===== src/rtl/truth_table_sweeper.sv =====
// Sweeps every N-bit input vector through M ref/simp function pairs and
// accumulates mismatch statistics into a pass/fail summary.
module truth_table_sweeper #(
   parameter int N = 3,
   parameter int M = 5
) (
   input  logic         clk,
   input  logic         reset,
   input  logic         start,
   output logic [N-1:0] vec,
   input  logic [M-1:0] ref_out,
   input  logic [M-1:0] simp_out,
   output logic         busy,
   output logic         done,
   output logic         pass,
   output logic [N:0]   err_count,
   output logic [M-1:0] fail_mask,
   output logic [N-1:0] first_fail_vec,
   output logic         first_fail_valid
);

   typedef enum logic [1:0] {
      S_IDLE,
      S_RUN,
      S_DONE
   } state_t;

   localparam logic [N-1:0] VEC_LAST = {N{1'b1}};
   localparam logic [N:0]   ERR_ONE  = {{N{1'b0}}, 1'b1};

   state_t         state_q, state_d;
   logic [N-1:0]   vec_q, vec_d;
   logic [N:0]     err_q, err_d;
   logic [M-1:0]   mask_q, mask_d;
   logic [N-1:0]   ffv_q, ffv_d;
   logic           ffvalid_q, ffvalid_d;
   logic           pass_q, pass_d;
   logic [M-1:0]   diff;

   always_ff @(posedge clk) begin
      if (reset) begin
         state_q   <= S_IDLE;
         vec_q     <= '0;
         err_q     <= '0;
         mask_q    <= '0;
         ffv_q     <= '0;
         ffvalid_q <= 1'b0;
         pass_q    <= 1'b0;
      end else begin
         state_q   <= state_d;
         vec_q     <= vec_d;
         err_q     <= err_d;
         mask_q    <= mask_d;
         ffv_q     <= ffv_d;
         ffvalid_q <= ffvalid_d;
         pass_q    <= pass_d;
      end
   end

   // ref/simp are only looked at in RUN, so junk on them elsewhere is harmless
   assign diff = ref_out ^ simp_out;

   always_comb begin
      state_d   = state_q;
      vec_d     = vec_q;
      err_d     = err_q;
      mask_d    = mask_q;
      ffv_d     = ffv_q;
      ffvalid_d = ffvalid_q;
      pass_d    = pass_q;
      case (state_q)
         S_IDLE, S_DONE: begin
            if (start) begin
               state_d   = S_RUN;
               vec_d     = '0;
               err_d     = '0;
               mask_d    = '0;
               ffvalid_d = 1'b0;
               pass_d    = 1'b0;
            end
         end
         S_RUN: begin
            mask_d = mask_q | diff;
            if (|diff) begin
               err_d = err_q + ERR_ONE;
               if (!ffvalid_q) begin
                  ffv_d     = vec_q;
                  ffvalid_d = 1'b1;
               end
            end
            vec_d = vec_q + 1'b1;
            if (vec_q == VEC_LAST) begin
               state_d = S_DONE;
               pass_d  = (err_d == '0);
            end
         end
         default: state_d = S_IDLE;
      endcase
   end

   assign vec              = vec_q;
   assign busy             = (state_q == S_RUN);
   assign done             = (state_q == S_DONE);
   assign pass             = pass_q;
   assign err_count        = err_q;
   assign fail_mask        = mask_q;
   assign first_fail_vec   = ffv_q;
   assign first_fail_valid = ffvalid_q;

endmodule

===== config.mk =====
export PLATFORM = sky130hd
export DESIGN_NAME = truth_table_sweeper
export DESIGN_NICKNAME = d
export VERILOG_FILES = /design/src/rtl/truth_table_sweeper.sv
export SDC_FILE = /design/constraint.sdc
export NUM_CORES = 1
export LEC_CHECK = 0
export CORE_ASPECT_RATIO = 0.7
export CORE_MARGIN = 5
export CORE_UTILIZATION = 42
export DETAILED_ROUTE_END_ITERATION = 8
export PLACE_DENSITY = 0.75
export SLEW_MARGIN = 10
export SYNTH_ARGS = -nofsm -noshare
export SYNTH_HDL_FRONTEND = slang
export SYNTH_SLANG_ARGS = --single-unit

===== constraint.sdc =====
create_clock -name clk -period 1.6 [get_ports clk]
set_input_delay 0.32 -clock clk [delete_from_list [all_inputs] [get_ports clk]]
set_output_delay 0.32 -clock clk [all_outputs]
set_load 0.02 [all_outputs]

# ---- Word level (Yosys, flattened, before mapping)
# Cells that the tools add are included.
dict set report word_totals {
  register_bits 19
  inputBits 13
  output_inout_bits 19
  word_cells 44
}
dict set report op_classes {
  n_addsub 2
  n_eq_ne 6
  muxes 16
  n_bitwise 3
  n_reduce_logical 10
}
# operator count
set op_table {}
lappend op_table {{$mux W4} 3}
lappend op_table {{$pmux W5 S2} 1}
lappend op_table {{$reduce_and A3 Y1} 3}
lappend op_table {{$pmux W4 S2} 1}
lappend op_table {{$pmux W3 S2} 1}
lappend op_table {{$mux W5} 1}
lappend op_table {{$or A5 B5 Y5} 1}
lappend op_table {{$reduce_or A5 Y1} 1}
lappend op_table {{$xor A5 B5 Y5} 1}
lappend op_table {{$add A4 B1 Y4 const B} 1}
lappend op_table {{$logic_not A4 Y1} 1}
lappend op_table {{$mux W2} 2}
lappend op_table {{$ne A2 B1 Y1 const B} 2}
lappend op_table {{$pmux W1 S2} 2}
lappend op_table {{$pmux W2 S2} 1}
lappend op_table {{$reduce_and A2 Y1} 2}
lappend op_table {{$add A3 B1 Y3 const B} 1}
lappend op_table {{$eq A3 B3 Y1 const B} 1}
lappend op_table {{$mux W1} 3}
lappend op_table {{$mux W3} 1}
lappend op_table {{$eq A2 B1 Y1 const B} 1}
lappend op_table {{$eq A2 B2 Y1 const B} 1}
lappend op_table {{$logic_not A2 Y1} 1}
lappend op_table {{$ne A2 B2 Y1 const B} 1}
lappend op_table {{other kinds (3)} 3}

# ---- Depth between registers and ports, before layout
# Gate-level depths: netlist (run 1).
dict set report depth {
  word_depth 7
  mapped_depth 7
  depth_no_buf 6
}

# ---- Least setup slack after synthesis (run 1)
# Ideal clock, no wire load.
dict set report synth_path {
  path_type {input port to flip-flop}
  startpoint {input simp_out[3]}
  endpoint {register ffv_q[0], in the netlist first_fail_vec[0]}
  setup_ns 0.128
  t_arrival_ns 1.329
  t_required_ns 1.472
  setup_slack_ns 0.143
  path_stages 5
  n_path_buf 0
  path_cell_list {xor2_1 > or3_4 > o21ai_4 > mux2i_1 > nor2_1}
}
dict set report synth_via {
  elab_chain_cells 3
}
# element line_no
set synth_rtl {}
lappend synth_rtl {{start: declaration} 12} ;# input logic [M-1:0] simp_out,
lappend synth_rtl {{$xor A5 B5 Y5} 61} ;# assign diff = ref_out ^ simp_out;
lappend synth_rtl {{$reduce_or A5 Y1} 84} ;# if (|diff) begin
lappend synth_rtl {{$reduce_and A3 Y1 (no source line)} n/a}
lappend synth_rtl {{end signal: assignment} 54} ;# ffv_q <= ffv_d;
lappend synth_rtl {{end: declaration} 35} ;# logic [N-1:0] ffv_q, ffv_d;
# No other way between the ends.
# A chain may end at the register's enable or synchronous reset.

# ---- Final worst setup path (run 1)
dict set report layout_path {
  startpoint {input simp_out[1]}
  endpoint {register ffv_q[0], in the netlist first_fail_vec[0]}
}
# Same word-level chain as after synthesis.

==> run summary, run 1 <==
The type of origin of the critical path is an input port. Based on the critical path, the design can be clocked at up to 651 MHz. At the end of routability-driven placement, the weighted congestion stood at 0.812. The initial antenna violation count was 0; the stage delay of the slowest cell on the critical path was 0.41 ns. The worst path meets setup with 0.0645 ns of slack. The number of antenna diodes in the final layout is 0. The number of hold-slack violations in the final timing report was 0. The logs give 0 for the max-slew violation count and 0 for the count of maximum capacitance violations.

The logs give 902 for the via count of the first global-routing pass and 105 for the synthesized instance count. The count of buffers added on input and output ports is 31. In this run the standard cell core region covers 2100 sq um.

For this run, the leading register cell type out of synthesis is sky130_fd_sc_hd__dfxtp_1. Global routing used 15.7% of the available tracks. The logs give 3200 sq um for the die area and 7.14% for the met3 global-route usage. Cell area after placement: 1320 sq um.

The cts-stage hold buffer count is 0. Relative to the synthesized area, the layout overhead comes to 54.8%. In this run switching power makes up 29.1% of total power. For this run, design rule violations remaining after detail routing come to 0.

The synthesized design contains 0 enable-type register cells. The detailed router finished its first iteration with 69 violations. Routed wire length: 2420 um. The clock insertion delay at the later pin of the skew report was 0.30 ns; the design internal power was 0.707 mW. The horizontal die dimension is 65.5 um, and the routed via count is 933. Hold timing on the final database bottoms out at a slack of 0.480 ns. The first global-routing pass estimated 3910 um of wire. In this run the worst hold path is classified as flip-flop to flip-flop. In this run the remaining antenna-violating nets after routing total 0. The signal on the critical path passes through clkdlybuf4s50_1 > xor2_1 > or2_2 > o21ai_4 > mux2i_1 > nor2_1. For this run, global-route usage on met2 was measured as 23.9%. In this run, CTS created clock tree buffers numbering 3.

The worst path buffer plus inverter count works out to 1. The clock network burns 24.2% of the power. Synthesis produced a netlist with a net count of 121.

Summed over all nets, the switching power comes to 0.291 mW. Of the synthesized area, sequential elements account for 41.9%. The number of flip-flops and latches in the synthesized netlist was 19; the met1 track demand over resource was 18.9%. After layout, the minimum clock period comes to 1.54 ns. Of the total power, registers draw 50.8%. Along the worst path, the maximum fanout reaches 3. VDD sags by at most 0.000462 V.

The tools report the leakage power summed over all cells as 0.760 nW. TritonCTS built the clock tree. Adding up every negative setup slack in the final design gives 0 ns. Class of the most critical setup path: input port to flip-flop. At the end of the flow, the number of nets in the layout was 167. The root buffer cell chosen for the clock tree is sky130_fd_sc_hd__clkbuf_4. The half-perimeter wire length after placement is 1840 um. Setup violations remaining at the end of the flow were counted as 0. The critical path required time came out at 1.80 ns.

The worst pin sits at a relative slew slack of 76.3%. The global routing stage identified its most utilized layer as met2. The final critical path takes up 96.0% of the cycle. After routing the design area is 1400 sq um. The logs give 4 for the detailed-router iteration count before antenna repair and 12 for the pin count of the biggest net entering global routing.

The mapped netlist covers 907 sq um. OpenSTA, run right after detailed placement, puts the worst setup slack at -0.386 ns. The standard-cell row count is 14. The maximum buffer depth of the clock tree was 2.

Setup repair after global routing left no endpoint under its margin. The tools report the fraction of power consumed by combinational cells as 24.9%. The logs give 0 for the number of synthesis warnings and 28 for the unique cell type count in the Yosys netlist. Number of H-tree levels: 1.

For this run, asynchronously set or reset flops after synthesis account for 0%. The number of clock sinks is 19. For the final global-route overflow total, the log shows 0. The slowest stage of the critical path is the sky130_fd_sc_hd__clkdlybuf4s50_1 cell. STA puts the critical path data arrival time at 1.73 ns. For the final database, setup skew stands at 0.00348 ns. For the pin with the worst max-slew slack, the measured transition is 0.354 ns.

The type of destination of the critical path is a flip-flop. In this run the power density over the cells is 711 nW/um^2. In this run the vertical extent of the chip is 48.9 um.

The flow ran to the end, and the final reports show no timing, DRC or antenna violations. The initial utilization of the core area, before any placement, comes to 43.2%. The layout cell share with drive strength beyond 1 is 20.0%. The tools report the number of primary I/O pins as 32. Dividing the detail-routed via count by the number of cells gives 5.36. In this design, the largest share of critical-path delay is due to simple AND/OR/NAND/NOR gates. A synthesized cell averages 8.64 sq um. The average wire per standard cell is 13.9 um.

After clock tree synthesis, the clock-pin slew on the worst setup and hold paths is 0.10 ns.
## sequential cells by signal, indices dropped and copies added, names as in the netlist
signal and flops:
fail_mask 5, err_count 4, first_fail_vec 3, vec 3, state_q 2, first_fail_valid 1, pass 1
## metrics by stage
| stage | instances | power [mW] | utilization, % |
|---|---|---|---|
| after floorplan | 105 | 0.635 | - |
| after global placement | 169 | 0.753 | 62.9 |
| after detailed placement | 169 | 0.757 | 62.9 |
| after CTS | 173 | 0.989 | 63.6 |
| after global routing | 174 | 1.05 | 66.8 |
| final | 174 | 0.998 | 66.8 |
## synth_stat cells, types with 2 or more instances
master	number	area (sq um)
sky130_fd_sc_hd__mux2i_1	4	40.0
sky130_fd_sc_hd__dfxtp_1	19	380
sky130_fd_sc_hd__nor2_1	24	90.1
sky130_fd_sc_hd__nor2b_1	4	25.0
sky130_fd_sc_hd__xor2_1	6	52.6
sky130_fd_sc_hd__nand2_1	5	18.8
sky130_fd_sc_hd__nand3_1	2	10.0
sky130_fd_sc_hd__ha_1	3	37.5
sky130_fd_sc_hd__a22oi_1	3	22.5
sky130_fd_sc_hd__nand2b_1	5	31.3
sky130_fd_sc_hd__a21oi_1	12	60.1
sky130_fd_sc_hd__o21ai_1	2	10.0
## cells by family after synthesis
family	count (synthesis)	synth area share [%]
buffers and inverters	3	1.38
DFF	19	41.9
muxes	5	5.66
adders and majority gates	3	4.14
AOI/OAI and AO/OA	24	17.2
and+or+nand+nor	45	23.9
xor gates and xnor gates	6	5.79
## path summary, 6_finish.rpt
kind                                    from           endpoint  slack, ns  cells after the start
worst min-delay path            fail_mask[2]       fail_mask[2]       0.48                      2
worst max register to register    state_q[1]       err_count[3]       0.15                      7
worst min register to register  fail_mask[2]       fail_mask[2]       0.48                      2
worst max-delay path             simp_out[1]  first_fail_vec[0]       0.06                      6
## routing by layer
| metal | up-vias | part of all wire, % |
|---|---|---|
| met4 | 0 | 2.5 |
| met2 | 38 | 46 |
| li1 | 449 | - |
| met1 | 437 | 44 |
| met5 | - | 0 |
| met3 | 9 | 7.9 |
## layout by cell type, fill, tap and decap left out, types with 2 or more instances in the layout
master / synthesis / routed
sky130_fd_sc_hd__ha_1: 3 / 3
sky130_fd_sc_hd__a21oi_1: 12 / 10
sky130_fd_sc_hd__mux2i_1: 4 / 4
sky130_fd_sc_hd__nand2_1: 5 / 4
sky130_fd_sc_hd__dlygate4sd2_1: 0 / 13
sky130_fd_sc_hd__dfxtp_1: 19 / 19
sky130_fd_sc_hd__dlymetal6s2s_1: 0 / 10
sky130_fd_sc_hd__a22oi_1: 3 / 3
sky130_fd_sc_hd__clkdlybuf4s50_1: 0 / 6
sky130_fd_sc_hd__xor2_1: 6 / 3
sky130_fd_sc_hd__o21ai_1: 2 / 2
sky130_fd_sc_hd__nor2b_1: 4 / 4
sky130_fd_sc_hd__clkbuf_4: 0 / 3
sky130_fd_sc_hd__nand2b_1: 5 / 5
sky130_fd_sc_hd__a21oi_2: 0 / 2
sky130_fd_sc_hd__nor2_1: 24 / 23
sky130_fd_sc_hd__nand3_1: 2 / 2
sky130_fd_sc_hd__clkbuf_2: 0 / 2
sky130_fd_sc_hd__xor2_2: 0 / 3
sky130_fd_sc_hd__buf_4: 0 / 11
## repair_timing
item / in CTS / in global routing
setup buffers: 0 / 1
resized for setup: 16 / 23
endpoints found under the setup margin: 16 / 14
pin swaps: 2 / 5
## worst min-delay path: cells and delay by family (launching register included)
family             cells  cell delay [ns]
AOI/OAI and AO/OA      1             0.04
DFF                    1             0.34
and+or+nand+nor        1             0.07
## power groups by stage
stage          clock network (mW)  logic, mW  registers (mW)
2_1_floorplan                   0      0.102           0.533
3_3_place_gp                    0      0.235           0.518
3_5_place_dp                    0      0.239           0.518
4_1_cts                     0.248      0.233           0.507
5_1_grt                     0.276      0.266           0.510
6_report                    0.242      0.249           0.507
## final cells by class
cell class	instances	area (sq um)
fillers	168	698
multi-input cells	83	561
repair buffers	43	403
flip-flops and latches	19	380
well taps	24	30.0
clock buffers	4	26.3
inverters	1	3.75
Note: power is estimated with default switching activity, not from simulation.
==> inputs of run 2 (changes only) <==
==> constraint.sdc (replaced) <==
create_clock -name clk -period 1.6 [get_ports clk]
set_input_delay 0.24 -clock clk [delete_from_list [all_inputs] [get_ports clk]]
set_output_delay 0.24 -clock clk [all_outputs]
set_load 0.02 [all_outputs]
==> run 2 against run 1 <==
Non-clock buffer count decreased by 3. Wire length decreased by 5.2%. Via count decreased by 5.0%. Sequential share of layout area increased by 1.2 points. Core utilization decreased by 2.9 points. Total power decreased by 2.6%. Worst setup slack got worse by 0.036 ns. Flip-flop and latch count unchanged. Final area decreased by 4.4%. Final cell count decreased by 1.7%. Largest cell class unchanged.
==> run summary, run 2 (synthesis gave the netlist of run 1 again) <==
The worst setup skew after layout is 0.00136 ns (was 0.00348 ns), and the routed via count is 886 (was 933). Sequence of cells on the critical path: clkdlybuf4s50_1 > xor2_1 > or3_4 > o21ai_4 > mux2i_1 > nor2_1 (was clkdlybuf4s50_1 > xor2_1 > or2_2 > o21ai_4 > mux2i_1 > nor2_1). The slowest cell on the critical path was sky130_fd_sc_hd__clkdlybuf4s50_1 (unchanged). The cell area after placement came out at 1310 sq um (was 1320 sq um). The gate family responsible for the most delay along the worst path was simple AND/OR/NAND/NOR gates (unchanged).

The detailed-router iteration count before antenna repair was 4 (unchanged); the via count of the first global-routing pass was 908 (was 902). For the final RePlAce weighted congestion, the log shows 0.771 (was 0.812). Type of destination of the critical path: a flip-flop (unchanged).

The clock transition at the register clock pins on the worst setup and hold paths after CTS works out to 0.10 ns (about the same). The flow ran to the end, and the final reports show no timing, DRC or antenna violations. The violation count after the first detailed-routing iteration is 58 (was 69). The initial antenna violation count is 0 (unchanged). The logs give 32 (unchanged) for the number of primary I/O pins and 0.000415 V (was 0.000462 V) for the peak supply drop. The routed wire length came out at 2300 um (was 2420 um). The logs give 164 (was 167) for the final layout net count and 11 (was 12) for the pin count of the biggest net entering global routing.

TritonCTS built the clock tree. Standard-cell row count: 14 (unchanged). The tools report the leakage power summed over all cells as 0.619 nW (was 0.760 nW). The number of post-CTS setup repair buffers is 0 (unchanged), and the max-slew violation count is 0 (unchanged). The leading cell type in the layout, fill and taps excluded was sky130_fd_sc_hd__nor2_1 (unchanged). Worst min-delay path class: flip-flop to flip-flop (unchanged). The number of flip-flops under the largest register name works out to 5 (unchanged). For the least setup slack across all paths after layout, the log shows 0.0289 ns (was 0.0645 ns). The headroom to the max-slew limit was 78.4% (was 76.3%); the layout cell share with drive strength beyond 1 was 12.9% (was 20.0%).

The core box area was 2100 sq um (unchanged); the ratio of routed vias to standard cells was 5.18 (was 5.36). The count of maximum capacitance violations was 0 (unchanged). The stage delay of the slowest cell on the critical path came out at 0.43 ns (was 0.41 ns). Class of the most critical setup path: input port to flip-flop (unchanged). The clock insertion delay at the later pin of the skew report was 0.29 ns (was 0.30 ns); the number of H-tree levels was 1 (unchanged). The number of DRC violations after detailed routing was 0 (unchanged); the post-layout minimum cycle time was 1.57 ns (was 1.54 ns). The final antenna diode count is 0 (unchanged). The run gives 1340 sq um (was 1400 sq um) as the final instance area.

The overall power of the completed layout is 0.972 mW (was 0.998 mW), and the starting utilization of the core area is 43.2% (unchanged). Setup repair after global routing left no endpoint under its margin. The wire length of the first global-routing pass is 3880 um (was 3910 um), and the layout overhead on the synthesized area is 48.0% (was 54.8%). The maximum buffer depth of the clock tree came out at 2 (unchanged). The slew at the pin closest to its max-slew limit is 0.323 ns (was 0.354 ns), and the number of clock sinks is 19 (unchanged). The critical path required time came out at 1.79 ns (was 1.80 ns).

The worst path buffer plus inverter count works out to 1 (unchanged). The tools report the number of hold-slack violations in the final timing report as 0 (unchanged). Highest clock frequency the design can meet: 636 MHz (was 651 MHz). For the final global-route overflow total, the log shows 0 (unchanged).

The horizontal die dimension was 65.5 um (unchanged). The die area is 3200 sq um (unchanged). The number of I/O port buffers is 31 (unchanged).

The overall global routing resource usage was 15.4% (was 15.7%). The clock root buffer master was sky130_fd_sc_hd__clkbuf_4 (unchanged). Largest driver fanout on the critical path: 3 (unchanged). The portion of the clock cycle consumed by the worst path in the final layout is 98.2% (was 96.0%). The logs give 0 (unchanged) for the cts-stage hold buffer count and 0 (unchanged) for the antenna violation net count after detailed routing.

The power density of the placed cells was 724 nW/um^2 (was 711 nW/um^2); the final number of setup-violating endpoints was 0 (unchanged). The tools report the half-perimeter wire length after placement as 1790 um (was 1840 um). Type of origin of the critical path: an input port (unchanged). Most frequent cells in the layout: sky130_fd_sc_hd__nor2_1 (24), sky130_fd_sc_hd__clkdlybuf4s50_1 (22), sky130_fd_sc_hd__dfxtp_1 (19), sky130_fd_sc_hd__a21oi_1 (11), sky130_fd_sc_hd__buf_4 (9) (was sky130_fd_sc_hd__nor2_1 (23), sky130_fd_sc_hd__dfxtp_1 (19), sky130_fd_sc_hd__dlygate4sd2_1 (13), sky130_fd_sc_hd__buf_4 (11)). The critical path data arrival time was 1.76 ns (was 1.73 ns); the number of buffers created by CTS was 3 (unchanged). The run gives -0.294 ns (was -0.386 ns) as the worst slack at placement. Average wire per standard cell: 13.4 um (was 13.9 um). The die outline height was 48.9 um (unchanged).
-- run 2: repair_timing --
item	4_1_cts	5_1_grt
pin swaps	0	1
hold endpoints to repair	0	0
resized for setup	6	6
setup endpoints to repair	6	6
-- run 2: cell type report --
class / instances / area (sq um)
well taps: 24 / 30.0
clock buffers: 4 / 26.3
flip-flops and latches: 19 / 380
repair buffers: 40 / 379
fillers: 184 / 759
multi-input cells: 83 / 523
inverters: 1 / 3.75
-- run 2: final timing paths --
path                                   start                 to  slack (ns)  cells after the start
worst max-delay path             simp_out[4]  first_fail_vec[2]        0.03                      6
worst min register to register  fail_mask[4]       fail_mask[4]        0.49                      2
worst max register to register    state_q[1]       err_count[3]        0.22                      6
worst min-delay path            fail_mask[4]       fail_mask[4]        0.49                      2
-- run 2: metrics by stage --
| stage | hold WS, ns | utilization [%] | TNS (ns) | cells |
|---|---|---|---|---|
| finish | 0.493 | 63.9 | 0 | 171 |
| detailed placement | 0.464 | 62.1 | -1.81 | 167 |
| global route | 0.517 | 63.9 | 0 | 171 |
| floorplan | 0.309 | - | 0 | 105 |
| global placement | 0.451 | 62.1 | -1.38 | 167 |
| CTS | 0.489 | 63.0 | 0 | 171 |
-- run 2: metal layers --
layer / global-route usage (%) / share of wire, %
met4: 4.14 / 0.96
met5: 0 / 0
met3: 7.37 / 6.6
met2: 23.4 / 44
met1: 19.4 / 49
-- run 2: where the power goes --
group	total [mW]	switching, mW	internal [mW]	leakage, nW
clock network	0.235	0.138	0.0969	0.0150
registers	0.507	0.0172	0.490	0.154
logic	0.231	0.117	0.114	0.450
-- run 2: tightest hold or removal path: stages, from the launching register on --
cell and delay [ns]:
sky130_fd_sc_hd__dfxtp_1 0.35, sky130_fd_sc_hd__a21oi_1 0.04, sky130_fd_sc_hd__nor2_1 0.07
==> inputs of run 3 (changes only) <==
PLACE_DENSITY = 0.86   (was 0.75)
SKIP_LAST_GASP = 1   (was unset)
==> run 3 against run 2 <==
Largest power group unchanged. Wire length decreased by 1.3%. Via count shrank 2.9%. Highest routed layer unchanged. Final area down 1.5%. Core utilization shrank 0.95 points. Critical path depth is the same. Worst hold slack gained 0.0017 ns. Sequential share of layout area up 0.43 points. Total power rose by 1.3%.
==> run summary, run 3 (synthesis gave the netlist of run 1 again) <==
The fraction of power consumed by combinational cells is 22.4% (was 23.7%). The worst-case hold path end point is fail_mask[1] (was fail_mask[4]). The maximum buffer depth of the clock tree was 2 (unchanged); the number of DRC violations after detailed routing was 0 (unchanged). The wire length of the first global-routing pass is 3750 um (was 3880 um), and the clock insertion delay at the later pin of the skew report is 0.31 ns (was 0.29 ns). The power density of the placed cells came out at 745 nW/um^2 (was 724 nW/um^2). The tools report the design internal power as 0.692 mW (was 0.701 mW). The clock root buffer master is sky130_fd_sc_hd__clkbuf_4 (unchanged). The antenna violation net count after detailed routing was 0 (unchanged); the layout overhead on the synthesized area was 45.8% (was 48.0%). The final global-route overflow total is 0 (unchanged). The switching power of the nets is 0.293 mW (was 0.272 mW). The number of H-tree levels was 1 (unchanged). The standard-cell row count is 14 (unchanged).

The slew at the pin closest to its max-slew limit came out at 0.325 ns (was 0.323 ns). The final number of setup-violating endpoints was 0 (unchanged); the die area was 3200 sq um (unchanged). The logs give 26.1% (was 24.1%) for the part of the total power dissipated in the clock network and 0.000472 V (was 0.000415 V) for the peak supply drop. The overall global routing resource usage was 14.8% (was 15.4%); the portion of the clock cycle consumed by the worst path in the final layout was 97.3% (was 98.2%). The worst setup skew after layout was 0.00918 ns (was 0.00136 ns). Most frequent cells in the layout: sky130_fd_sc_hd__nor2_1 (24), sky130_fd_sc_hd__clkdlybuf4s50_1 (20), sky130_fd_sc_hd__dfxtp_1 (19), sky130_fd_sc_hd__a21oi_1 (11), sky130_fd_sc_hd__dlygate4sd2_1 (8) (was sky130_fd_sc_hd__nor2_1 (24), sky130_fd_sc_hd__clkdlybuf4s50_1 (22), sky130_fd_sc_hd__dfxtp_1 (19), sky130_fd_sc_hd__a21oi_1 (11), sky130_fd_sc_hd__buf_4 (9)). The tools report the worst min-delay path startpoint as fail_mask[1] (was fail_mask[4]).

The startpoint of the most critical register-to-register path is vec[0] (was state_q[1]). For the via count of the first global-routing pass, the log shows 859 (was 908). The final antenna diode count came out at 0 (unchanged). The number of hold-slack violations in the final timing report is 0 (unchanged). Detailed-router iteration count before antenna repair: 4 (unchanged). The endpoint of the lowest-slack register-to-register path was pass (was err_count[3]). The core occupancy in the finished layout came out at 62.9% (was 63.9%). The routed wire length is 2270 um (was 2300 um). The start point of the critical path was simp_out[3] (was simp_out[4]).

Area taken by flip-flops and latches: 380 sq um (unchanged). The leading cell type in the layout, fill and taps excluded is sky130_fd_sc_hd__nor2_1 (unchanged). The critical path data arrival time was 1.78 ns (was 1.76 ns); the initial antenna violation count was 0 (unchanged). The logs give 3 (unchanged) for the number of buffers created by CTS and 0.615 nW (was 0.619 nW) for the leakage power summed over all cells. The post-layout minimum cycle time is 1.56 ns (was 1.57 ns). Die outline height: 48.9 um (unchanged). The average wire per standard cell came out at 13.5 um (was 13.4 um). The final-layout fill cell count came out at 195 (was 184).

The number of post-CTS setup repair buffers was 0 (unchanged). Class of the most critical setup path: input port to flip-flop (unchanged). Setup repair after global routing could not meet its margin everywhere.

Max-slew violation count: 0 (unchanged). The number of cells traversed by the worst hold path is 2 (unchanged), and the largest driver fanout on the critical path is 3 (unchanged). The pin count of the biggest net entering global routing was 13 (was 11); the routed via count was 860 (was 886). The number of primary I/O pins came out at 32 (unchanged). The run gives 161 (was 164) as the final layout net count. TritonCTS built the clock tree.

Starting utilization of the core area: 43.2% (unchanged). Type of origin of the critical path: an input port (unchanged). Area occupied by multi-input gates: 526 sq um (was 523 sq um). The violation count after the first detailed-routing iteration was 27 (was 58). The worst min-delay path class is flip-flop to flip-flop (unchanged). The critical path required time was 1.82 ns (was 1.79 ns).

The run finished with clean final reports. Worst hold margin: 0.495 ns (was 0.493 ns). The layout cell share with drive strength beyond 1 was 11.8% (was 12.9%); the cts-stage hold buffer count was 0 (unchanged).

The switching portion of total power is 29.8% (was 27.9%), and the highest clock frequency the design can meet is 643 MHz (was 636 MHz). The number of I/O port buffers came out at 31 (unchanged). The number of cells on the worst reg-to-reg path works out to 6 (unchanged). The horizontal die dimension came out at 65.5 um (unchanged). The number of clock sinks came out at 19 (unchanged). The ratio of routed vias to standard cells works out to 5.12 (was 5.18). The headroom to the max-slew limit was 78.2% (was 78.4%). The final RePlAce weighted congestion was 0.866 (was 0.771). The half-perimeter wire length after placement is 1820 um (was 1790 um).

The core box area is 2100 sq um (unchanged), and the number of flip-flops under the largest register name is 5 (unchanged). The run gives 0 (unchanged) as the count of maximum capacitance violations. The clock transition at the register clock pins on the worst setup and hold paths after CTS is 0.12 ns (was 0.10 ns). The tools report the type of destination of the critical path as a flip-flop (unchanged). For the sequential power share, the log shows 51.5% (was 52.2%).

Slack of the worst reg-to-reg path: 0.18 ns (was 0.22 ns).
==> run 3: cell count changes in the layout (fill, tap and decap cells not counted) <==
| cell | previous run | this run |
|---|---|---|
| sky130_fd_sc_hd__a211oi_1 | 0 | 1 |
| sky130_fd_sc_hd__a211oi_2 | 1 | 0 |
| sky130_fd_sc_hd__buf_4 | 9 | 6 |
| sky130_fd_sc_hd__clkbuf_1 | 1 | 0 |
| sky130_fd_sc_hd__clkdlybuf4s15_1 | 1 | 0 |
| sky130_fd_sc_hd__clkdlybuf4s50_1 | 22 | 20 |
| sky130_fd_sc_hd__clkinvlp_4 | 0 | 1 |
| sky130_fd_sc_hd__dlygate4sd2_1 | 5 | 8 |
| sky130_fd_sc_hd__o311ai_1 | 1 | 0 |
| sky130_fd_sc_hd__o311ai_2 | 0 | 1 |
==> run 3: layer usage <==
metal	GRT usage, %	vias to the layer above	share of wire [%]
li1	-	446	-
met1	17.8	385	46
met2	24.2	26	48
met3	5.76	3	5.7
met4	4.48	0	0.44
met5	0	-	0
==> run 3: area by class of cell <==
class                           count  area share, %
Timing Repair Buffer               37           26.7
Multi-Input combinational cell     83           39.7
Sequential cell                    19           28.8
Clock buffer                        3           1.70
Clock inverter                      1          0.568
Tap cell                           24           2.27
Inverter                            1          0.284
==> run 3: worst max-delay path, cell delays in order <==
cell	delay (ns)
sky130_fd_sc_hd__clkdlybuf4s50_1	0.41
sky130_fd_sc_hd__xor2_1	0.19
sky130_fd_sc_hd__or3_4	0.43
sky130_fd_sc_hd__o21ai_4	0.21
sky130_fd_sc_hd__mux2i_1	0.24
sky130_fd_sc_hd__nor2_1	0.06
==> run 3: worst max path at each step <==
stage / end / slack [ns] / depth (start not counted)
after floorplan: first_fail_vec[0] / 0.22 / 5
after global placement: first_fail_vec[1] / -0.22 / 6
after detailed placement: first_fail_vec[1] / -0.31 / 6
after CTS: vec[2] / 0.01 / 1
after global routing: pass / -0.02 / 6
final: first_fail_vec[1] / 0.04 / 6
==> run 3: stage by stage <==
step	setup TNS [ns]	worst slack [ns]	instance area [sq um]	instances	power, mW
after floorplan	0	0.223	907	105	0.635
after global placement	-1.45	-0.224	1280	164	0.735
after detailed placement	-1.95	-0.309	1280	164	0.741
after CTS	0	0.0135	1300	168	0.992
after global routing	-0.0243	-0.0243	1320	168	1.04
final	0	0.0436	1320	168	0.985
==> run 3: power groups by stage <==
stage | Clock [mW] | Combinational, mW | Sequential (mW)
6_report | 0.257 | 0.221 | 0.507
5_1_grt | 0.290 | 0.240 | 0.510
4_1_cts | 0.266 | 0.219 | 0.507
3_5_place_dp | 0 | 0.224 | 0.518
3_3_place_gp | 0 | 0.218 | 0.517
2_1_floorplan | 0 | 0.102 | 0.533
==> run 3: timing repair <==
action	CTS	global route
endpoints found under the setup margin	8	5
pin swaps	0	1
resized for setup	8	5
